$ cat config.mk
export PLATFORM = sky130hd
export DESIGN_NAME = button_debounce_bank
export DESIGN_NICKNAME = d
export VERILOG_FILES = /design/src/rtl/button_debounce_bank.sv
export SDC_FILE = /design/constraint.sdc
export NUM_CORES = 1
export LEC_CHECK = 0
export ABC_AREA = 1
export CORE_ASPECT_RATIO = 0.75
export CORE_MARGIN = 1
export CORE_UTILIZATION = 60
export DETAILED_ROUTE_END_ITERATION = 16
export GPL_TIMING_DRIVEN = 0
export MAX_ROUTING_LAYER = met4
export PLACE_DENSITY = 0.84
export SLEW_MARGIN = 25
export SYNTH_ARGS = -nofsm -noshare
export SYNTH_HDL_FRONTEND = slang
export SYNTH_SLANG_ARGS = --single-unit
export TNS_END_PERCENT = 10
$ cat constraint.sdc
create_clock -name clk -period 2.1 [get_ports clk]
set_clock_uncertainty 0.2 [all_clocks]
set_input_delay 0.63 -clock clk [delete_from_list [all_inputs] [get_ports clk]]
set_output_delay 0.63 -clock clk [all_outputs]
set_load 0.005 [all_outputs]
$ cat src/rtl/button_debounce_bank.sv
// ---------------------------------------------------------------------------
// button_debounce_bank
//
// Conditions the raw push-button pins before they reach the board control FSM.
// Each channel runs independently through the same chain:
//   pin -> 2-FF synchroniser -> debounce counter -> clean level (btn_state)
// The chain also produces registered single-cycle press/release pulses.
// Channels selected in REPEAT_MASK add auto-repeat press pulses while the
// button stays held. For example, holding STEP steps repeatedly.
//
// Ports:
//   clk          system clock; every register updates on its rising edge
//   reset        synchronous, active-high; clears all state and pulses
//   button       raw asynchronous button pins, active-high
//   btn_state    debounced level per channel
//   btn_press    1-cycle pulse on an accepted 0->1 change, plus repeat pulses
//   btn_release  1-cycle pulse on an accepted 1->0 change
//
// Timing (pin stable from before edge 0):
//   btn_state, together with the matching pulse, changes after edge
//   DEBOUNCE_CYCLES+1. This is two synchroniser edges, followed by
//   DEBOUNCE_CYCLES consecutive differing samples, where the last of those
//   samples is the acceptance edge.
// ---------------------------------------------------------------------------
module button_debounce_bank #(
    parameter int                   N_BUTTONS       = 5,
    parameter int                   DEBOUNCE_CYCLES = 500000,
    parameter int                   REPEAT_DELAY    = 50000000,
    parameter int                   REPEAT_PERIOD   = 10000000,
    parameter logic [N_BUTTONS-1:0] REPEAT_MASK     = 5'b00100
) (
    input  logic                 clk,
    input  logic                 reset,
    input  logic [N_BUTTONS-1:0] button,
    output logic [N_BUTTONS-1:0] btn_state,
    output logic [N_BUTTONS-1:0] btn_press,
    output logic [N_BUTTONS-1:0] btn_release
);

    // Debounce counter: it only has to count up to DEBOUNCE_CYCLES-1. The
    // acceptance edge then resets it instead of letting it reach
    // DEBOUNCE_CYCLES.
    localparam int DB_W = $clog2(DEBOUNCE_CYCLES + 1);
    localparam logic [DB_W-1:0] DB_LAST = DB_W'(DEBOUNCE_CYCLES - 1);

    // The hold counter is shared by the initial delay and the repeat period.
    // It is therefore sized for the larger of the two.
    localparam int REP_MAX = (REPEAT_DELAY > REPEAT_PERIOD) ? REPEAT_DELAY : REPEAT_PERIOD;
    localparam int RP_W    = $clog2(REP_MAX + 1);
    localparam logic [RP_W-1:0] DELAY_LAST  = RP_W'(REPEAT_DELAY - 1);
    localparam logic [RP_W-1:0] PERIOD_LAST = RP_W'(REPEAT_PERIOD - 1);

    // Auto-repeat phases:
    //   WAIT_DELAY: waiting for the first repeat after the initial press.
    //   REPEATING:  periodic repeats.
    typedef enum logic {
        WAIT_DELAY = 1'b0,
        REPEATING  = 1'b1
    } rep_state_t;

    genvar gi;
    generate
        for (gi = 0; gi < N_BUTTONS; gi++) begin : g_ch
            logic            s1_reg;
            logic            s2_reg;
            logic            state_reg;
            logic            press_reg;
            logic            release_reg;
            logic [DB_W-1:0] db_cnt_reg;
            logic            accept;
            logic            repeat_fire;

            // accept is high on the edge that would take the counter to
            // DEBOUNCE_CYCLES. That edge is the DEBOUNCE_CYCLES-th
            // consecutive sample of s2 that differs from the current level.
            assign accept = (s2_reg != state_reg) && (db_cnt_reg == DB_LAST);

            // Synchroniser, debounce counter and pulse registers.
            always_ff @(posedge clk) begin
                if (reset) begin
                    s1_reg      <= 1'b0;
                    s2_reg      <= 1'b0;
                    state_reg   <= 1'b0;
                    db_cnt_reg  <= '0;
                    press_reg   <= 1'b0;
                    release_reg <= 1'b0;
                end else begin
                    s1_reg <= button[gi];
                    s2_reg <= s1_reg;

                    // A sample that agrees with the current level discards
                    // any partial count, so a short glitch leaves no trace.
                    if (s2_reg == state_reg) begin
                        db_cnt_reg <= '0;
                    end else if (accept) begin
                        db_cnt_reg <= '0;
                        state_reg  <= s2_reg;
                    end else begin
                        db_cnt_reg <= db_cnt_reg + 1'b1;
                    end

                    // The pulses are registered on the acceptance edge.
                    // This aligns them with the first cycle of the new level.
                    press_reg   <= (accept && s2_reg) || repeat_fire;
                    release_reg <= accept && !s2_reg;
                end
            end

            if (REPEAT_MASK[gi]) begin : g_rep
                rep_state_t      rep_state_reg;
                logic [RP_W-1:0] hold_cnt_reg;
                logic            hold_done;

                assign hold_done = (rep_state_reg == WAIT_DELAY) ?
                                   (hold_cnt_reg == DELAY_LAST) :
                                   (hold_cnt_reg == PERIOD_LAST);

                // A repeat fires only while the level is held. An accept
                // while state_reg is 1 is a release, and that release
                // suppresses any repeat due on the same edge. This also
                // means press and release can never coincide.
                assign repeat_fire = state_reg && !accept && hold_done;

                // The FSM stays in its cleared state whenever the level is 0.
                // The acceptance edge of a press (or of a release) also
                // leaves it cleared. The first counted edge is therefore the
                // one after the press pulse appears.
                always_ff @(posedge clk) begin
                    if (reset) begin
                        rep_state_reg <= WAIT_DELAY;
                        hold_cnt_reg  <= '0;
                    end else if (!state_reg || accept) begin
                        rep_state_reg <= WAIT_DELAY;
                        hold_cnt_reg  <= '0;
                    end else if (hold_done) begin
                        // Reloading on every repeat keeps the counter from
                        // wrapping, however long the button is held.
                        rep_state_reg <= REPEATING;
                        hold_cnt_reg  <= '0;
                    end else begin
                        hold_cnt_reg  <= hold_cnt_reg + 1'b1;
                    end
                end
            end else begin : g_norep
                assign repeat_fire = 1'b0;
            end

            assign btn_state[gi]   = state_reg;
            assign btn_press[gi]   = press_reg;
            assign btn_release[gi] = release_reg;
        end
    endgenerate

endmodule
After elaboration in Yosys (flattened, before gate mapping)
Cells that the tools add are included.
{"block": "word_totals", "input_bits": 7, "output_inout_bits": 15, "regBits": 147, "elab_cells": 99}
{"block": "classes", "n_eq_ne": 17, "n_mux": 1, "bitwise": 5, "addsub": 6, "reduce_logical": 38}
{"operator": "$add 19x1->19 const B", "n": 5}
{"operator": "$eq 19x19->1 const B", "n": 5}
{"operator": "$add 26x1->26 const B", "n": 1}
{"operator": "$eq 26x24->1 const B", "n": 1}
{"operator": "$eq 26x26->1 const B", "n": 1}
{"operator": "$reduce_or 3->1", "n": 6}
{"operator": "$logic_and 1x1->1", "n": 17}
{"operator": "$reduce_and 2->1", "n": 5}
{"operator": "$logic_not 1->1", "n": 7}
{"operator": "$eq 1x1->1", "n": 5}
{"operator": "$ne 1x1->1", "n": 5}
{"operator": "$not 1->1", "n": 5}
{"operator": "$logic_or 1x1->1", "n": 2}
{"operator": "$reduce_or 2->1", "n": 1}
{"operator": "$mux 1", "n": 1}

Logic depth before layout (Yosys ltp)
{"block": "logic_depth", "word_depth": 6, "ltp_mapped": 10}

Worst setup path before layout
Ideal clock, no wire load.
{"block": "synth_timing", "path_kind": "flip-flop to flip-flop", "start": "register g_ch[4].db_cnt_reg[0]", "end": "register g_ch[4].db_cnt_reg[0]", "arrival_time_ns": 1.397, "synth_period_minus_slack_ns": 1.717, "setup_ns": 0.120, "slack_ns": 0.383, "stages_incl_launch_ff": 10, "t_required_ns": 1.780, "path_buffers": 1, "cell_sequence": "dfxtp_1 -> ha_1 -> nand2_1 -> nor2_2 -> inv_1 -> nor2_1 -> nand3_1 -> nand3b_4 -> buf_6 -> nor2_1"}
{"block": "synth_via", "elab_chain_cells": 3, "elab_cells_between_ends": 4}
{"element": "from (decl)", "line": "69", "rtl": "logic [DB_W-1:0] db_cnt_reg;"}
{"element": "from (signal assigned)", "line": "99", "rtl": "db_cnt_reg <= db_cnt_reg + 1'b1;"}
{"element": "branches (longest 3 deep; another with $add 19x1->19)"}
Parallel ways; which one is timed is not known.
A chain may end at the register's enable or synchronous reset.

==> out/metrics.yaml <==
root_buffer: "clkbuf_16"
max_stage_delay_ns: 0.47
track_usage: 0.260
p_switching_uw: 1230
syn_area_per_cell_sq_um: 7.23
min_period_ns: 1.99
drt_iter0_markers: 401
cts_tree: "yes"
clk_path_buf_depth: 2
crit_path_cell_trace: "clkdlybuf4s50_1, inv_2, buf_2, nand4_1, o21ai_0"
yosysWarningCount: 0
finalMaxSlewViolations: 0
relSlewSlack: 0.642
clk-insertion-delay-late_ns: 0.42
numCtsBuffers: 17
hold_slack_ns: 0.206
syn_to_final_growth_pct: 15.0
crit_family: "buffers and inverters"
tns_ns: 0
num_vias: 6037
p_leak_uw: 0.00269
seq_power_share: 0.462
crit_fanout: 10
place.gp.congestion: 0.901
syn_inst: 982
row_count: 34
largest_reg_flops: 95
netSwitchingFraction: 0.203
cp-end-kind: "register"
grt_overflow_total: 0
nNetsFinal: 1040
core_region_area_sq_um: 11600
clkPwrFrac: 0.526
dpl-instance-area_sq_um: 7520
wl_per_cell_microns: 12.0
hold_buffers: 0
maxCapViolCount: 0
finalSetupViolCount: 0
cts_sinks: 147
rsz0062_at_grt: "false"
hold_viol: 0
dieHeight_microns: 96.2
grt_pass1_wl_microns: 24600
required_ns: 2.23
wl_microns: 14500
crit_buf_inv: 3
drt_pass1_iterations: 5
arrival_ns: 2.12
die_x_microns: 128
synth-seq-cells: 147
p_int_uw: 4840
synth_fp_nets: 995
p_comb_frac: 0.011
postRouteAntennaNets: 0
drive_gt1_frac: 0.139
cp_slowest_cell: "clkdlybuf4s50_1"
status: "finished clean"
ys_seq_area_frac: 0.414
first_global_vias: 5441
cts_max_level: 4
grt_max_degree: 17
antenna_found_initial: 0
drc_errors: 0
post_synth_num_cell_types: 29
portBuffers: 21
hold_class: "register to register"
pin_count: 22
dieArea_sq_um: 12300
cts.clk_slew.worst_paths_ns: 0.07
dp_hpwl_microns: 10100
powerDensity_nw_per_um2: 744
synth_area_sq_um: 7100
period_share: 0.950
num_antenna_cells: 0
start_util: 0.614
worst_pin_slew_ns: 0.538
finalInstanceArea_sq_um: 8170
critical_path_class: "input port to register"
viasPerCell: 5.02
ir_worst_vdd_mv: 0.605
startpoint_type: "input port"
fmax_mhz: 501
num-fill-cells: 950
-- path summary, 6_finish.rpt --
check,cells after the start,slack (ns),to,from
hold reg to reg,2,0.21,g_ch[0].s2_reg,g_ch[0].s1_reg
hold / removal,2,0.21,g_ch[0].s2_reg,g_ch[0].s1_reg
setup / recovery,5,0.11,g_ch[3].state_reg,reset
setup reg to reg,7,0.14,g_ch[0].db_cnt_reg[2],g_ch[0].db_cnt_reg[0]
-- cells by family (layout without fill, tap and decap cells) --
group | Yosys count | count (layout) | share of synthesized area
DFF | 147 | 147 | 0.414
xor gates and xnor gates | 76 | 76 | 0.0937
adders and majority gates | 6 | 6 | 0.0106
and+or+nand+nor | 580 | 580 | 0.367
AOI/OAI and AO/OA | 35 | 35 | 0.0247
buffers and inverters | 138 | 196 | 0.0898
-- Yosys cell counts, drive strengths merged --
| cell type | n | share of area |
|---|---|---|
| nand4 | 30 | 0.026 |
| or2 | 3 | 0.0026 |
| inv | 113 | 0.060 |
| nor3 | 26 | 0.019 |
| o21ai | 10 | 0.0070 |
| xnor2 | 23 | 0.028 |
| clkbuf | 1 | 0.00053 |
| dfxtp | 147 | 0.41 |
| a21oi | 25 | 0.018 |
| ha | 6 | 0.011 |
| nor2 | 242 | 0.14 |
| xor2 | 53 | 0.065 |
| nand3 | 81 | 0.063 |
| nand2 | 192 | 0.10 |
| nand3b | 6 | 0.0081 |
| buf | 24 | 0.030 |
-- area by class of cell --
class,instances,area [sq um],area share
multi-input combinational,697,3540,0.433
sequential,147,2950,0.361
clock buffer,19,443,0.0542
inverter,113,424,0.0519
buffer,25,214,0.0262
timing repair buffer,26,211,0.0259
tap,162,203,0.0248
clock inverter,13,184,0.0225
-- stage by stage --
| step | total power, uW | cells | utilization | worst slack (ns) |
|---|---|---|---|---|
| global placement | 2940 | 1165 | 0.650 | -0.176 |
| finish | 6080 | 1202 | 0.706 | 0.105 |
| floorplan | 2910 | 982 | - | 0.383 |
| global route | 6250 | 1202 | 0.706 | 0.00831 |
| CTS | 6100 | 1202 | 0.705 | 0.0974 |
| detailed placement | 2940 | 1165 | 0.650 | -0.216 |
-- power by group through the flow --
stage               clock network [uW]  logic [uW]  registers, uW
global route                      3360        75.9           2810
CTS                               3220        68.5           2810
floorplan                            0        40.6           2870
global placement                     0        65.9           2870
detailed placement                   0        67.4           2870
finish                            3200        69.4           2810
-- layout by cell type (no fill, tap or decap), types with 2 or more instances in the layout --
cell type / count
clkbuf_16: 17
nand3b_1: 5
buf_4: 38
clkdlybuf4s50_1: 6
or2_2: 2
nand4_1: 30
clkbuf_1: 2
xor2_1: 53
o21ai_0: 9
inv_1: 108
nor2_2: 35
a21oi_1: 25
dfxtp_2: 8
nor3_1: 25
nor2_4: 4
nand3_2: 8
clkinvlp_4: 3
nor2_1: 203
xnor2_1: 23
buf_12: 2
nand2_2: 4
buf_6: 2
bufinv_16: 4
clkinv_2: 3
clkinv_4: 3
inv_2: 5
nand3_1: 72
dfxtp_1: 139
ha_1: 5
nand2_1: 187
-- repair_timing --
item | in CTS | in global routing
endpoints found under the setup margin | 15 | 23
buffers inserted | 5 | 0
pin swaps | 0 | 0
resized for setup | 22 | 5
-- metal layers --
metal,vias to the layer above,GRT usage,part of all wire
li1,3155,-,-
met5,-,-,0
met1,2730,0.338,0.50
met3,23,0.0634,0.039
met4,0,0.0971,0.021
met2,129,0.396,0.44
-- worst register-to-register path: stages (launching register included) --
cell and delay, ns:
dfxtp_1 0.42, ha_2 0.27, nand3_2 0.13, nor2_1 0.20, nand3_1 0.14, nand3_2 0.20, buf_4 0.22, nor2_1 0.06
Note: power is estimated with default switching activity, not from simulation.
